<file path="config.mk">
export PLATFORM = sky130hd
export DESIGN_NAME = seq_decoder
export DESIGN_NICKNAME = d
export VERILOG_FILES = /design/src/rtl/seq_decoder.sv
export SDC_FILE = /design/constraint.sdc
export NUM_CORES = 1
export LEC_CHECK = 0
export CAP_MARGIN = 40
export CORE_ASPECT_RATIO = 0.5
export CORE_MARGIN = 1.5
export CORE_UTILIZATION = 30
export DETAILED_ROUTE_END_ITERATION = 8
export SLEW_MARGIN = 0
export SYNTH_ARGS = -nofsm -noshare
export SYNTH_HDL_FRONTEND = slang
export SYNTH_SLANG_ARGS = --single-unit
</file>
<file path="constraint.sdc">
create_clock -name clk -period 1.55 [get_ports clk]
set_clock_uncertainty 0.05 [all_clocks]
set_input_delay 0.2325 -clock clk [delete_from_list [all_inputs] [get_ports clk]]
set_output_delay 0.2325 -clock clk [all_outputs]
set_load 0.05 [all_outputs]
</file>
<file path="src/rtl/seq_decoder.sv">
// Registered N-to-2^N one-hot decoder with direct-hold and dwell-paced scan modes.
// Define SEQ_DECODER_ACTIVE_LOW_EN to drive out inverted (idle = all ones).
module seq_decoder #(
  parameter  int ADDR_W  = 3,
  parameter  int DWELL_W = 8,
  localparam int OUT_W   = 2 ** ADDR_W
) (
  input  logic               clk,
  input  logic               rst_n,
  input  logic               enable,
  input  logic               load,
  input  logic               mode,
  input  logic [ADDR_W-1:0]  address,
  input  logic [DWELL_W-1:0] dwell,
  output logic [OUT_W-1:0]   out,
  output logic [ADDR_W-1:0]  cur,
  output logic               busy,
  output logic               wrap
);

  typedef enum logic [1:0] {
    IDLE = 2'd0,
    HOLD = 2'd1,
    SCAN = 2'd2
  } state_t;

  state_t             state_q, state_d;
  logic [ADDR_W-1:0]  idx_q, idx_d;
  logic [DWELL_W-1:0] dwell_q, dwell_d;
  logic [DWELL_W-1:0] cnt_q, cnt_d;
  logic [OUT_W-1:0]   line_q, line_d;
  logic               busy_q, busy_d;
  logic               wrap_q, wrap_d;
  logic [ADDR_W-1:0]  idx_inc;

  assign idx_inc = idx_q + 1'b1;

  always_comb begin
    state_d = state_q;
    idx_d   = idx_q;
    dwell_d = dwell_q;
    cnt_d   = cnt_q;
    line_d  = line_q;
    wrap_d  = 1'b0;
    if (!enable) begin
      state_d = IDLE;
      idx_d   = '0;
      cnt_d   = '0;
      line_d  = '0;
    end else if (load) begin
      // a load always wins over a pending scan advance
      state_d = mode ? SCAN : HOLD;
      idx_d   = address;
      cnt_d   = '0;
      line_d  = OUT_W'(1) << address;
      if (mode) dwell_d = dwell;
    end else begin
      unique case (state_q)
        IDLE: line_d = '0;
        HOLD: line_d = line_q;
        SCAN: begin
          if (cnt_q == dwell_q) begin
            idx_d  = idx_inc;
            cnt_d  = '0;
            line_d = OUT_W'(1) << idx_inc;
            wrap_d = &idx_q;
          end else begin
            cnt_d = cnt_q + 1'b1;
          end
        end
        default: begin
          state_d = IDLE;
          line_d  = '0;
        end
      endcase
    end
    busy_d = (state_d == SCAN);
  end

  always_ff @(posedge clk) begin
    if (!rst_n) begin
      state_q <= IDLE;
      idx_q   <= '0;
      dwell_q <= '0;
      cnt_q   <= '0;
      line_q  <= '0;
      busy_q  <= 1'b0;
      wrap_q  <= 1'b0;
    end else begin
      state_q <= state_d;
      idx_q   <= idx_d;
      dwell_q <= dwell_d;
      cnt_q   <= cnt_d;
      line_q  <= line_d;
      busy_q  <= busy_d;
      wrap_q  <= wrap_d;
    end
  end

`ifdef SEQ_DECODER_ACTIVE_LOW_EN
  assign out = ~line_q;
`else
  assign out = line_q;
`endif
  assign cur  = idx_q;
  assign busy = busy_q;
  assign wrap = wrap_q;

endmodule

</file>
==> flow_summary_export.csv, run 1 <==
group,metric,value,unit
synthesis,synth_common_cells,"dfxtp_1 (31), a21oi_1 (11), nor2b_1 (11)",
sta,rsz0062_at_grt,"yes",
synthesis,synth_most_common_cell,"dfxtp_1",
synthesis,netlist_top_cells_area,"dfxtp_1 (41%), mux2i_1 (6.0%), ha_1 (5.8%)",
sta,hold_viol,0,
critical_path,crit_required,1.69,ns
route,wirelength,3790,um
clock_tree,clock_latency,0.28,ns
synthesis,syn_inst,154,
sta,setup_slack,-0.103,ns
synthesis,syn_nets,177,
sta,period_needed,1.65,ns
critical_path,crit_slowest_cell,"dfxtp_1",
route,wl_per_cell,13.8,um
cells_and_area,final_area,2350,um2
sta,slew_headroom,80.6,%
global_routing,grt_pass1_vias,1228,
route,vias_per_cell,4.91,
cells_and_area,postLayoutCoreUtil,51.1,%
synthesis,synth-main-ff-cell,"dfxtp_1",
critical_path,crit_type,"flip-flop to flip-flop",
power_and_ir_drop,powerDensity,763,nW/um2
synthesis,async_flop_share,0,%
clock_tree,clock_sinks,31,
critical_path,crit_chain,"xnor2_1 > nand4_1 > o21ai_2 > buf_6 > a21oi_1 > a211oi_1",
sta,min_period_over_period,107,%
power_and_ir_drop,finalPower,1.79,mW
floorplanning,die_width,103,um
floorplanning,io_pins,29,
global_routing,antenna_found_initial,0,
critical_path,critical_path.max_fanout,8,
sta,setup_violations,7,
global_routing,grt_max_degree,15,
place,portBuffers,28,
cells_and_area,fin_nets,230,
route,drt_pre_antenna_iters,4,
cells_and_area,instances_no_fill,274,
outcome,violations,"setup timing",
clock_tree,cts-buffers-inserted,5,
cells_and_area,diodes,0,
route,drtAntennaViolNets,0,
run,drv_cap,0,
critical_path,cp_top_family,"compound AO/OA/AOI/OAI gates",
cells_and_area,drive_gt1_share,42.3,%
synthesis,yosysSeqAreaShare,41.4,%
floorplanning,die-area,5460,um2
synthesis,synth_edf_count,0,
power_and_ir_drop,total_leakage_power,0.886,nW
floorplanning,initial_utilization,32.7,%
critical_path,crit_arrival,1.79,ns
place,gp_congestion,0.845,
route,drt_iter0_markers,36,
synthesis,syn_area,1500,um2
synthesis,syn_avg_cell_area,9.74,um2
place,place_area,2060,um2
sta,fmax,0.605,GHz
global_routing,gr-total-overflow,0,
clock_tree,clk_pin_slew_worst_paths,0.06,ns
worst_hold_path,min_path_type,"flip-flop to flip-flop",
sta,timing.hold.ws,0.470,ns
sta,tns,-0.255,ns
clock_tree,cts_max_path_buffers,2,
place,place_hpwl,2590,um
critical_path,end_kind,"flip-flop",
global_routing,grt_first_pass_wirelength,5830,um
clock_tree,root_buffer,"clkbuf_8",
outcome,status,"finished with violations",
place,dp_cells,266,
clock_tree,cts.htree.levels,2,
critical_path,critPathBufInv,1,
critical_path,max_stage_delay,0.32,ns
synthesis,ys_ff_latch,31,
global_routing,grt.total_usage,14.4,%
sta,drv_slew,0,
sta,worstMarginPinSlew,0.290,ns
floorplanning,std_cell_rows,17,
synthesis,synth.distinct_cells,34,
route,drc_errors,0,
synthesis,netlist.area_leader.share,41.4,%
floorplanning,fp.dieH,53.0,um
power_and_ir_drop,peakVddDrop,0.000333,V
synthesis,ys_warn_count,0,
route,vias,1344,
synthesis,synth_largest_area_cell,"dfxtp_1",
floorplanning,core-area,4590,um2
clock_tree,tritoncts,"done",
critical_path,critPathLaunchType,"flip-flop",
place,post-place-ws,-0.158,ns
cells_and_area,syn2layout_area_growth,56.6,%
==> repair_timing <==
action,CTS,global route
buffers inserted,0,0
resized for setup,16,27
endpoints found under the setup margin,17,19
pin swaps,16,20
hold buffers,0,0
==> logic make-up after synthesis <==
| family | after synthesis | synth area share, % |
|---|---|---|
| AO/OA/AOI/OAI | 33 | 15.3 |
| XOR/XNOR | 15 | 8.76 |
| adder cells (fa/ha/maj) | 7 | 5.84 |
| buffers and inverters | 7 | 1.83 |
| flip-flops | 31 | 41.4 |
| multiplexers | 9 | 6.01 |
| AND/OR/NAND/NOR | 52 | 20.9 |
==> cell usage in the layout, fill, tap and decap left out, types with 2 or more instances in the layout <==
cell             count
a211oi_2             9
a21oi_1              4
a21oi_2              3
a21oi_4              4
a22oi_1              3
a31oi_1              2
a32oi_1              4
and3_2               2
buf_12               4
buf_4               30
clkbuf_8             7
clkdlybuf4s50_1     15
dfxtp_1             18
dfxtp_2             11
dfxtp_4              2
ha_1                 6
inv_1                3
mux2i_1              9
nand2_1              4
nand2b_1             2
nand3_1              4
nand3b_1             2
nand4_1              3
nor2_1               8
nor2b_1             10
nor3_4               2
nor4_1               6
xnor2_1              3
xnor2_2              5
xor2_1               6
==> flip-flops by register name, indices dropped and copies added, names as in the netlist <==
register and count:
cnt_q 8, dwell_q 8, out 8, cur 3, state_q 2, busy 1
wrap 1
==> layout make-up <==
| class | count | area (um2) |
|---|---|---|
| inverters | 3 | 11.3 |
| well taps | 66 | 82.6 |
| flip-flops and latches | 31 | 642 |
| repair buffers | 50 | 467 |
| clock buffers | 8 | 100 |
| fillers | 430 | 2240 |
| multi-input cells | 116 | 1050 |
==> metal layers <==
| layer | vias to the layer above | track usage, % | part of all wire [%] |
|---|---|---|---|
| met2 | 31 | 22.4 | 48 |
| met3 | 7 | 3.70 | 4.7 |
| li1 | 674 | - | - |
| met5 | - | 0 | 0 |
| met1 | 632 | 19.1 | 47 |
| met4 | 0 | 6.31 | 1.0 |
==> worst register-to-register path: cells and delay by family, from the launching register on <==
family                 cells  cell delay, ns
AO/OA/AOI/OAI              3            0.58
AND/OR/NAND/NOR            1            0.26
XOR/XNOR                   1            0.16
flip-flops                 1            0.32
buffers and inverters      1            0.20
==> path summary, 6_finish.rpt <==
kind | start | end | slack (ns) | depth (start not counted)
setup / recovery | dwell_q[5] | out[1] | -0.10 | 6
hold / removal | out[4] | out[4] | 0.47 | 2
setup reg to reg | dwell_q[5] | out[1] | -0.10 | 6
hold reg to reg | out[4] | out[4] | 0.47 | 2
==> power by group <==
group	internal (mW)	switching (mW)	leakage (nW)
sequential	0.813	0.0158	0.258
combinational	0.132	0.143	0.577
clock	0.405	0.284	0.0515
total	1.35	0.443	0.886
(Power assumes the default switching activity.)
==> run 2, diff against run 1 <==
Settings changed: SETUP_SLACK_MARGIN from default to 0.1.
==> run 2 against run 1 <==
The run now ends clean. Critical path depth did not move. Final area is essentially flat. Sequential power barely moved. Core utilization about the same. Sequential share of layout area increased by 0.20 points. Count of clock-buffer cells in the layout fell by 2. Worst setup slack gained 0.13 ns. Total power shrank 1.5%. First-iteration DRC count rose by 89%. Die area unchanged. Flip-flop and latch count unchanged. Hold slack worse by 0.0080 ns. Critical path type unchanged. Critical endpoint is now cnt_q[0]. Highest routed layer unchanged.
==> flow_summary_export.csv, run 2 (synthesized netlist as in run 1, its figures left out) <==
group,metric,value,unit
sta,hold_viol,0,
place,place_area,2130,um2
outcome,status,"complete, no violations",
power_and_ir_drop,total_leakage_power,0.909,nW
cells_and_area,final_area,2350,um2
clock_tree,clock_sinks,31,
cells_and_area,nFillCells,438,
route,drc_errors,0,
cells_and_area,multiInputGateArea,1000,um2
cells_and_area,register_area,647,um2
place,gp_congestion,0.738,
clock_tree,cts-buffers-inserted,5,
critical_path,max_stage_delay,0.44,ns
route,vias,1339,
sta,tns,0,ns
cells_and_area,postLayoutCoreUtil,51.2,%
global_routing,gr-total-overflow,0,
place,place_hpwl,2670,um
global_routing,grt.total_usage,14.8,%
clock_tree,root_buffer,"clkbuf_8",
cells_and_area,syn2layout_area_growth,56.7,%
sta,setup_violations,0,
floorplanning,io_pins,29,
run,drv_cap,0,
critical_path,r2r_setup_slack,0.03,ns
power_and_ir_drop,peakVddDrop,0.000313,V
route,vias_per_cell,4.80,
clock_tree,clk_pin_slew_worst_paths,0.07,ns
cells_and_area,final_cell_mix,"buf_4 (34), dfxtp_2 (15), clkdlybuf4s50_1 (15), dfxtp_1 (14), nor2b_1 (11)",
sta,drv_slew,0,
global_routing,antenna_found_initial,0,
critical_path,crit_chain,"xnor2_4 > nand4_4 > buf_6 > nor2_4 > or3_2 > a21boi_1",
place,post-place-ws,-0.170,ns
critical_path,crit_slowest_cell,"or3_2",
route,drt_pre_antenna_iters,4,
floorplanning,die_width,103,um
route,wirelength,3700,um
critical_path,crit_required,1.71,ns
sta,period_needed,1.52,ns
critical_path,critPathBufInv,1,
place,portBuffers,28,
worst_hold_path,min_path_type,"flip-flop to flip-flop",
cells_and_area,diodes,0,
sta,slew_headroom,79.9,%
sta,worstMarginPinSlew,0.300,ns
sta,setup_slack,0.0308,ns
route,drt_iter0_markers,68,
clock_tree,cts.htree.levels,2,
critical_path,crit_type,"flip-flop to flip-flop",
cells_and_area,fin_nets,236,
sta,min_period_over_period,98.0,%
cells_and_area,drive_gt1_share,41.8,%
route,drtAntennaViolNets,0,
critical_path,critPathLaunchType,"flip-flop",
floorplanning,die-area,5460,um2
power_and_ir_drop,powerDensity,751,nW/um2
critical_path,critical_path.max_fanout,3,
global_routing,grt_pass1_vias,1310,
floorplanning,core-area,4590,um2
sta,rsz0062_at_grt,"yes",
critical_path,cp_top_family,"simple AND/OR/NAND/NOR gates",
critical_path,crit_arrival,1.68,ns
floorplanning,initial_utilization,32.7,%
floorplanning,std_cell_rows,17,
global_routing,grt_first_pass_wirelength,6010,um
route,wl_per_cell,13.2,um
critical_path,end_kind,"flip-flop",
global_routing,grt_max_degree,12,
cells_and_area,final_common_cell,"buf_4",
clock_tree,cts_max_path_buffers,2,
clock_tree,tritoncts,"done",
floorplanning,fp.dieH,53.0,um
sta,fmax,0.658,GHz
clock_tree,clock_latency,0.28,ns
==> run 2: cell count changes in the layout (fill, tap and decap cells not counted), sizes merged <==
| cell | previous run | this run |
|---|---|---|
| clkinv | 0 | 1 |
| buf | 35 | 41 |
| clkbuf | 8 | 6 |
==> run 2: where the power goes <==
group	switching [mW]	total, mW	leakage, nW	internal (mW)
clock	0.291	0.639	0.0470	0.348
combinational	0.147	0.298	0.602	0.151
sequential	0.0153	0.828	0.260	0.813
==> run 2: final timing paths <==
| check | startpoint | end | depth (start not counted) |
|---|---|---|---|
| setup / recovery | dwell_q[3] | cnt_q[0] | 6 |
| hold / removal | out[1] | out[1] | 2 |
| setup reg to reg | dwell_q[3] | cnt_q[0] | 6 |
| hold reg to reg | out[1] | out[1] | 2 |
==> run 2: tightest hold or removal path, cell delays in order (launching register included) <==
cell and delay (ns):
dfxtp_1 0.31, a21oi_1 0.11, a211oi_1 0.05
==> run 2: repair_timing <==
action                     4_1_cts  5_1_grt
hold buffers                     0        0
pin swaps                       10        8
setup endpoints to repair       19       20
setup buffers                    1        1
gates resized for setup         13       14
==> run 2: metal layers <==
metal / up-vias / track usage, % / routed length [um]
met5: - / 0 / 0
met4: 0 / 4.28 / 17
met2: 30 / 25.1 / 1760
met3: 2 / 5.15 / 154
met1: 623 / 17.8 / 1760
li1: 684 / - / -
==> run 2: final cells by class <==
cell class              instances  area share (%)
repair buffers                 56            22.1
clock inverters                 1           0.213
flip-flops and latches         31            27.5
inverters                       3           0.479
clock buffers                   6            3.51
multi-input cells             116            42.7
well taps                      66            3.51
==> run 2: stage by stage <==
stage	instances	power [mW]	hold WS [ns]
floorplan	154	0.979	0.311
global route	279	1.85	0.506
detailed placement	270	1.11	0.468
finish	279	1.77	0.462
CTS	278	1.77	0.475
global placement	270	1.11	0.462
==> run 3, diff against run 2 <==
Settings changed: HOLD_SLACK_MARGIN from default to 0.05.
==> results of run 3 <==
The final DEF is identical to that of run 2; final timing and power are the same.
